[config.mk]
export PLATFORM = sky130hd
export DESIGN_NAME = rand_seq_ctrl
export DESIGN_NICKNAME = d
export VERILOG_FILES = /design/src/rtl/rand_seq_ctrl.sv
export SDC_FILE = /design/constraint.sdc
export NUM_CORES = 1
export LEC_CHECK = 0
export CAP_MARGIN = 20
export CORE_AREA = 2 2 82 84
export CTS_CLUSTER_SIZE = 28
export DETAILED_ROUTE_END_ITERATION = 12
export DIE_AREA = 0 0 84 86
export GPL_ROUTABILITY_DRIVEN = 0
export SLEW_MARGIN = 20
export SYNTH_ARGS = -nofsm -noshare
export SYNTH_HDL_FRONTEND = slang
export SYNTH_SLANG_ARGS = --single-unit
export TNS_END_PERCENT = 10
[constraint.sdc]
create_clock -name clk -period 2.2 [get_ports clk]
set_clock_uncertainty 0.2 [all_clocks]
set_input_delay 0.44 -clock clk [delete_from_list [all_inputs] [get_ports clk]]
set_output_delay 0.44 -clock clk [all_outputs]
set_load 0.02 [all_outputs]
[src/rtl/rand_seq_ctrl.sv]
// rtl/rand_seq_ctrl.sv - four-digit random code builder driven by button presses
// Optional RAND_SEQ_DUP_REJECT_EN: reject captured digits already present in the current build.
module rand_seq_ctrl #(
  parameter int MIN_SPIN = 16,
  parameter int HOLD_CYC = 4
) (
  input  logic        clk,
  input  logic        reset,
  input  logic        start,
  input  logic        btn_press,
  input  logic        abort,
  input  logic        ack,
  input  logic [3:0]  rand_in,
  output logic        gen_stop,
  output logic [15:0] code_out,
  output logic [1:0]  digit_idx,
  output logic        busy,
  output logic        done
);

  typedef enum logic [2:0] {IDLE, SPIN, CAPTURE, HOLD, DONE} state_t;

  localparam logic [7:0] SPIN_MAX  = 8'(MIN_SPIN);
  localparam logic [7:0] HOLD_LAST = 8'(HOLD_CYC - 1);

  state_t     state;
  logic [7:0] spin_cnt;
  logic [7:0] hold_cnt;
  logic [3:0] mapped;

  // Out-of-range generator values 10..15 fold back onto 0..5.
  assign mapped = (rand_in <= 4'd9) ? rand_in : rand_in - 4'd10;

`ifdef RAND_SEQ_DUP_REJECT_EN
  logic dup;
  always_comb begin
    dup = 1'b0;
    for (int k = 0; k < 3; k++) begin
      if ((2'(k) < digit_idx) && (code_out[4*k +: 4] == mapped)) dup = 1'b1;
    end
  end
`endif

  always_ff @(posedge clk or posedge reset) begin
    if (reset) begin
      state     <= IDLE;
      gen_stop  <= 1'b1;
      code_out  <= 16'h0000;
      digit_idx <= 2'd0;
      busy      <= 1'b0;
      done      <= 1'b0;
      spin_cnt  <= 8'd0;
      hold_cnt  <= 8'd0;
    end else if (abort && state != IDLE) begin
      state     <= IDLE;
      gen_stop  <= 1'b1;
      code_out  <= 16'h0000;
      digit_idx <= 2'd0;
      busy      <= 1'b0;
      done      <= 1'b0;
      spin_cnt  <= 8'd0;
      hold_cnt  <= 8'd0;
    end else begin
      case (state)
        IDLE: begin
          if (start) begin
            state     <= SPIN;
            code_out  <= 16'h0000;
            digit_idx <= 2'd0;
            spin_cnt  <= 8'd0;
            gen_stop  <= 1'b0;
            busy      <= 1'b1;
          end
        end
        SPIN: begin
          if (spin_cnt != SPIN_MAX) spin_cnt <= spin_cnt + 8'd1;
          if (btn_press && spin_cnt == SPIN_MAX) begin
            state    <= CAPTURE;
            gen_stop <= 1'b1;
          end
        end
        CAPTURE: begin
`ifdef RAND_SEQ_DUP_REJECT_EN
          if (dup) begin
            state    <= SPIN;
            spin_cnt <= 8'd0;
            gen_stop <= 1'b0;
          end else begin
            code_out[{digit_idx, 2'b00} +: 4] <= mapped;
            hold_cnt <= 8'd0;
            state    <= HOLD;
          end
`else
          code_out[{digit_idx, 2'b00} +: 4] <= mapped;
          hold_cnt <= 8'd0;
          state    <= HOLD;
`endif
        end
        HOLD: begin
          if (hold_cnt == HOLD_LAST) begin
            hold_cnt <= 8'd0;
            if (digit_idx == 2'd3) begin
              state <= DONE;
              busy  <= 1'b0;
              done  <= 1'b1;
            end else begin
              digit_idx <= digit_idx + 2'd1;
              spin_cnt  <= 8'd0;
              gen_stop  <= 1'b0;
              state     <= SPIN;
            end
          end else begin
            hold_cnt <= hold_cnt + 8'd1;
          end
        end
        DONE: begin
          if (ack) begin
            state <= IDLE;
            done  <= 1'b0;
          end
        end
        default: state <= IDLE;
      endcase
    end
  end

endmodule
== After elaboration in Yosys (flattened, before gate mapping) ==
Index checks and enable logic that the tools add are counted.

* Register bits: 40
* Logic and storage cells: 89
* Output and inout bits: 21
* Input port bits: 10

* Order comparisons: 1
* Shifts and indexed selects: 2
* Mux-type cells: 42
* Add/sub/neg operators: 5
* Reductions and logical operators: 16
* Eq/ne operators: 15

{| class="wikitable"
|+ Operators with widths
! operator !! count
|-
| $mux 8 || 7
|-
| $mux 16 || 2
|-
| $pmux 16 s2 || 1
|-
| $pmux 8 s3 || 1
|-
| $ne 3x3->1 const B || 7
|-
| $mux 3 || 6
|-
| $add 8x1->8 const B || 2
|-
| $bwmux 16 || 1
|-
| $pmux 8 s2 || 1
|-
| $reduce_and 4->1 || 4
|-
| $shift 4x6->16 const A || 1
|-
| $shiftx 4x6->16 || 1
|-
| $pmux 3 s5 || 1
|-
| $reduce_bool 3->1 || 5
|-
| $mux 1 || 13
|-
| $reduce_and 5->1 || 2
|-
| $eq 8x2->1 const B || 1
|-
| $eq 8x5->1 const B || 1
|-
| $mux 2 || 4
|-
| $ne 8x5->1 const B || 1
|-
| $eq 3x2->1 const B || 2
|-
| $neg 4->6 || 1
|-
| $le 4x4->1 const B || 1
|-
| $mux 4 || 1
|-
| other kinds (12) || 14
|}

== Longest topological paths before layout ==
* Word-level depth: 6
* Mapped depth: 8
* Mapped depth without buffers: 6

== Least setup slack after synthesis ==
Ideal clock, no wire load.

* Kind: reg2reg
* From: register hold_cnt[0]
* To: register spin_cnt[2]
* Stages on the path, launching flop included: 7
* Data arrival time: 1862 ps
* Setup slack: 0 ps
* Data required time: 1862 ps
* Clock period less this slack: 2200 ps
* Path buffers: 0
* Setup time: 138 ps
* Path through: dfrtp_1 ha_1 or4b_4 o41ai_4 o21ai_2 a211oi_4 a31oi_1

* Cells in the longest elaborated chain, start to end: 3

{| class="wikitable"
|+ Ends and longest elaborated chain
! item !! RTL line !! source
|-
| from (decl) || 28 || <nowiki>logic [7:0] hold_cnt;</nowiki>
|-
| from (signal assigned) || 113 || <nowiki>hold_cnt <= hold_cnt + 8'd1;</nowiki>
|-
| $eq 8x2->1 || 100 || <nowiki>if (hold_cnt == HOLD_LAST) begin</nowiki>
|-
| $ne 3x3->1 (no source line) || -- ||
|-
| $reduce_and 5->1 (no source line) || -- ||
|-
| to (signal assigned) || 76 || <nowiki>if (spin_cnt != SPIN_MAX) spin_cnt <= spin_cnt + 8'd1;</nowiki>
|-
| to (decl) || 27 || <nowiki>logic [7:0] spin_cnt;</nowiki>
|}

No other way between the ends.
A chain may end at the register's enable or synchronous reset.

== Worst setup path after layout ==
* From: register hold_cnt[0]
* To: register spin_cnt[3]

The elaborated chain is that of the path after synthesis.

==> results summary <==
The number of cell rows is 29. The library cell with the highest instance count after synthesis is sky130_fd_sc_hd__o21ai_0. TritonCTS built the clock tree. The residual overflow from global routing came out at 0. The share of the Yosys chip area taken by registers is 0.470.

Measured on the finished design, the core utilization comes to 0.460. Overall power consumption after layout is estimated at between 2 and 3 mW. The number of sinks driven by the clock tree is 40.

The final critical path time including I/O delays and setup came out at roughly 2.3 ns. The category of the worst setup path capture point is a register. Input and output buffers added on the ports amount to 30. The count of routing violations after the opening detailed-route iteration is 88. The flow ran to the end, but the final reports show violations. In this run the clock root is driven by a sky130_fd_sc_hd__clkbuf_8. The maximum number of buffers from clock root to sink came out at 2.

For this run, the top clock speed supported by timing is ~440 MHz. In this run the post-CTS setup repair buffer count came out at 0. The share of cells above drive strength 1 is 0.167. The fill cell instance count of the final layout came out at roughly 600. The synthesis warning total is 0. The worst path arrival time is approximately 2.3 ns. The worst voltage drop across the vdd grid is ~590 uV. The final net count is around 310. The setup slack of the critical path after layout is -0.0869 ns. The largest fanout on the critical path came out at 8. The first TritonRoute pass finished after 4 iterations. For this configuration, the core starts out at a cell density of 0.340. The number of buffers created by CTS came out at 5. The cell-internal power is around 1.7 mW. Among all flip-flop cells after synthesis, the most frequent one is sky130_fd_sc_hd__dfrtp_1. The routed length per placed instance is around 13 um. In this run the cell area measured after placement is roughly 2800 um2. The die is roughly 86 um tall.

The clock network fraction of total power is 0.228. The area taken by flip-flops and latches is 1000 um2. The leading area contributor after synthesis is sky130_fd_sc_hd__dfrtp_1. The synthesized area per cell came out at around 9 um2. In this run the most critical hold path is launched from code_out[15]$_DFFE_PP0P_. The path with the worst hold slack has its endpoint at code_out[15]$_DFFE_PP0P_. The placeable core region is approximately 6300 um2.

Of the available clock period, the critical path in the final layout requires 1.04. Dividing the detail-routed via count by the number of cells gives 5.09. The post-route antenna net violation count came out at 0. Of the post-synthesis cell area, the dominant cell type holds 0.457. The hold buffer count at CTS is 0. Dividing total power by cell area gives a power density of around 900 nW/um2.

The switching power total came out at roughly 0.90 mW. The relative contribution of sequential cells to total power is 0.350. Counting instances, the worst hold path has a depth of 2. The post-cts gate resize count is 2.

The net count after synthesis came out at between 200 and 300. Summing every instance area after synthesis gives ~2100 um2. The critical path required time is roughly 2.2 ns. The number of I/O pins is 31. The total number of vias is around 1900. The checks that failed: negative setup slack. The area of all placed cells without fillers is between 2000 and 3000 um2.

The post-synthesis async set-or-reset flop share came out at 1.00. The number of flops mapped to enable cells by yosys is 0. The maximum number of pins on one net before global-route repair is just over 40. The worst reg2reg path startpoint is hold_cnt[0]$_DFFE_PP0P_.

The number of max-cap violations is 0. The total global routing track utilization came out at 0.143. The critical register-to-register path endpoint is spin_cnt[3]$_DFFE_PP0P_. In this run the worst hold path is classified as register to register. The global-route wire length before repair is 8420 um.

The die boundary width came out at roughly 84 um. The number of antenna diodes in the final layout is 0. The relative area change from synthesis to final layout came out at 35.3%. The number of synthesized register bits is 40. STA classifies the critical path startpoint as a register. The placed wire-length estimate is 3570 um. Setup violations remaining at the end of the flow were counted as 14. The combinational share of power is 0.423. The clock latency on the worst-skew pair came out at just under 0.3 ns. Wires add up to 4790 um. Setup repair after global routing could not meet its margin everywhere. The cell depth of the worst flop-to-flop path is 7. The floorplan die area came out at ~7200 um2. The clock-pin transition on the worst setup and hold timing paths came out at approximately 0.080 ns. The multi-input gate area in the final layout came out at between 1000 and 1500 um2. Yosys mapped the design onto 42 distinct sky130hd cell types. For the pin with the worst max-slew slack, the measured transition is between 0.4 and 0.5 ns.

The fraction of power spent switching nets came out at 0.345. The number of failing hold endpoints at the final stage came out at 0. The category of the critical setup timing path is register to register. The H-tree generated during clock tree synthesis spans 2 levels. Synthesis produced between 200 and 250 cells.

The leakage power figure came out at approximately 1.3 nW. For this run, design rule violations remaining after detail routing come to 0. The commonest cells after synthesis are 42 x sky130_fd_sc_hd__o21ai_0, 39 x sky130_fd_sc_hd__dfrtp_1, 36 x sky130_fd_sc_hd__nand2_1.

The initial antenna violation count came to 0. Setup slack on the worst reg-to-reg path comes out at -0.09 ns. The max-slew violation count was 0. Sorting the synthesized cells by area gives the leading types as sky130_fd_sc_hd__dfrtp_1 46%, sky130_fd_sc_hd__o21ai_0 9.9%, sky130_fd_sc_hd__nand2_1 6.3%.

The via count of the first global-routing pass came out at roughly 1800. The worst slew margin relative to its limit is 0.686.
## worst max-delay path, cell delays in order, from the launching register on
cell and delay, ns:
sky130_fd_sc_hd__dfrtp_1 0.37, sky130_fd_sc_hd__ha_1 0.18, sky130_fd_sc_hd__or4b_4 0.49, sky130_fd_sc_hd__o41ai_4 0.31, sky130_fd_sc_hd__o21ai_4 0.18, sky130_fd_sc_hd__a211oi_4 0.19
sky130_fd_sc_hd__buf_6 0.16, sky130_fd_sc_hd__a31oi_1 0.09
## flip-flops by register name, indices dropped and copies added (netlist names)
signal / cells
spin_cnt: 8
digit_idx: 2
gen_stop: 1
hold_cnt: 8
busy: 1
done: 1
code_out: 16
state: 3
## worst max-delay path by stage
| stage | startpoint | endpoint | slack [ns] | cells past startpoint |
|---|---|---|---|---|
| after floorplan | hold_cnt[0]$_DFFE_PP0P_ | spin_cnt[2]$_DFFE_PP0P_ | -0.00005 | 6 |
| after global placement | abort | code_out[2]$_DFFE_PP0P_ | -0.24 | 4 |
| after detailed placement | abort | code_out[2]$_DFFE_PP0P_ | -0.31 | 4 |
| after CTS | hold_cnt[0]$_DFFE_PP0P_ | spin_cnt[3]$_DFFE_PP0P_ | -0.07 | 7 |
| after global routing | hold_cnt[0]$_DFFE_PP0P_ | spin_cnt[3]$_DFFE_PP0P_ | -0.15 | 7 |
| final | hold_cnt[0]$_DFFE_PP0P_ | spin_cnt[3]$_DFFE_PP0P_ | -0.09 | 7 |
## per-stage QoR
step	setup slack [ns]	instances	hold slack [ns]	setup TNS, ns
floorplan	-0.0000454	230	0.253	-0.000227
global placement	-0.242	363	0.262	-5.80
detailed placement	-0.311	363	0.270	-7.04
CTS	-0.0676	371	0.288	-0.416
global route	-0.146	371	0.325	-1.98
finish	-0.0869	371	0.280	-0.650
## cell type report
cell class | count | share of cell area
clock inverter | 2 | 0.0121
sequential | 40 | 0.347
tap | 77 | 0.0334
inverter | 13 | 0.0169
timing repair buffer | 65 | 0.201
multi-input combinational | 168 | 0.365
clock buffer | 6 | 0.0251
## kinds of logic (layout without fill, tap and decap cells)
kind of cell	count (synthesis)	count (layout)	synth area share
and+or+nand+nor	78	78	0.185
AOI/OAI and AO/OA	77	77	0.230
DFF	40	40	0.470
buffers and inverters	22	86	0.0434
adders and majority gates	10	10	0.0587
muxes	2	2	0.00938
xor gates and xnor gates	1	1	0.00411
## power by group through the flow
stage               clock [mW]  sequential [mW]  combinational [mW]
detailed placement           0            0.926                1.08
finish                   0.594            0.913                1.10
floorplan                    0            0.956               0.569
CTS                      0.617            0.914                1.10
global placement             0            0.927                1.08
global route             0.643            0.929                1.24
## routing by layer
layer	share of wire	global-route usage	vias up
met5	0	0	-
met1	0.48	0.185	896
met3	0.037	0.0356	7
met4	0.013	0.0469	0
met2	0.47	0.235	33
li1	-	-	952
## cell usage in the layout (no fill, tap or decap), types with 2 or more instances in the layout
| cell type | count |
|---|---|
| sky130_fd_sc_hd__dfrtp_1 | 39 |
| sky130_fd_sc_hd__o21ai_0 | 38 |
| sky130_fd_sc_hd__nand2_1 | 36 |
| sky130_fd_sc_hd__buf_4 | 33 |
| sky130_fd_sc_hd__clkdlybuf4s50_1 | 30 |
| sky130_fd_sc_hd__inv_1 | 13 |
| sky130_fd_sc_hd__ha_1 | 10 |
| sky130_fd_sc_hd__a31oi_1 | 9 |
| sky130_fd_sc_hd__nand3_1 | 7 |
| sky130_fd_sc_hd__and3_1 | 7 |
| sky130_fd_sc_hd__a21oi_1 | 7 |
| sky130_fd_sc_hd__nor2_1 | 6 |
| sky130_fd_sc_hd__nand2b_1 | 5 |
| sky130_fd_sc_hd__clkbuf_8 | 5 |
| sky130_fd_sc_hd__o21ai_1 | 4 |
| sky130_fd_sc_hd__o31ai_1 | 3 |
| sky130_fd_sc_hd__nor4_1 | 3 |
| sky130_fd_sc_hd__or4b_4 | 2 |
| sky130_fd_sc_hd__a21boi_0 | 2 |
| sky130_fd_sc_hd__o32a_1 | 2 |
| sky130_fd_sc_hd__a21o_1 | 2 |
| sky130_fd_sc_hd__and2_1 | 2 |
| sky130_fd_sc_hd__a41oi_1 | 2 |
| sky130_fd_sc_hd__nand4_1 | 2 |
| sky130_fd_sc_hd__mux2i_1 | 2 |
Note: power is estimated with default switching activity, not from simulation.
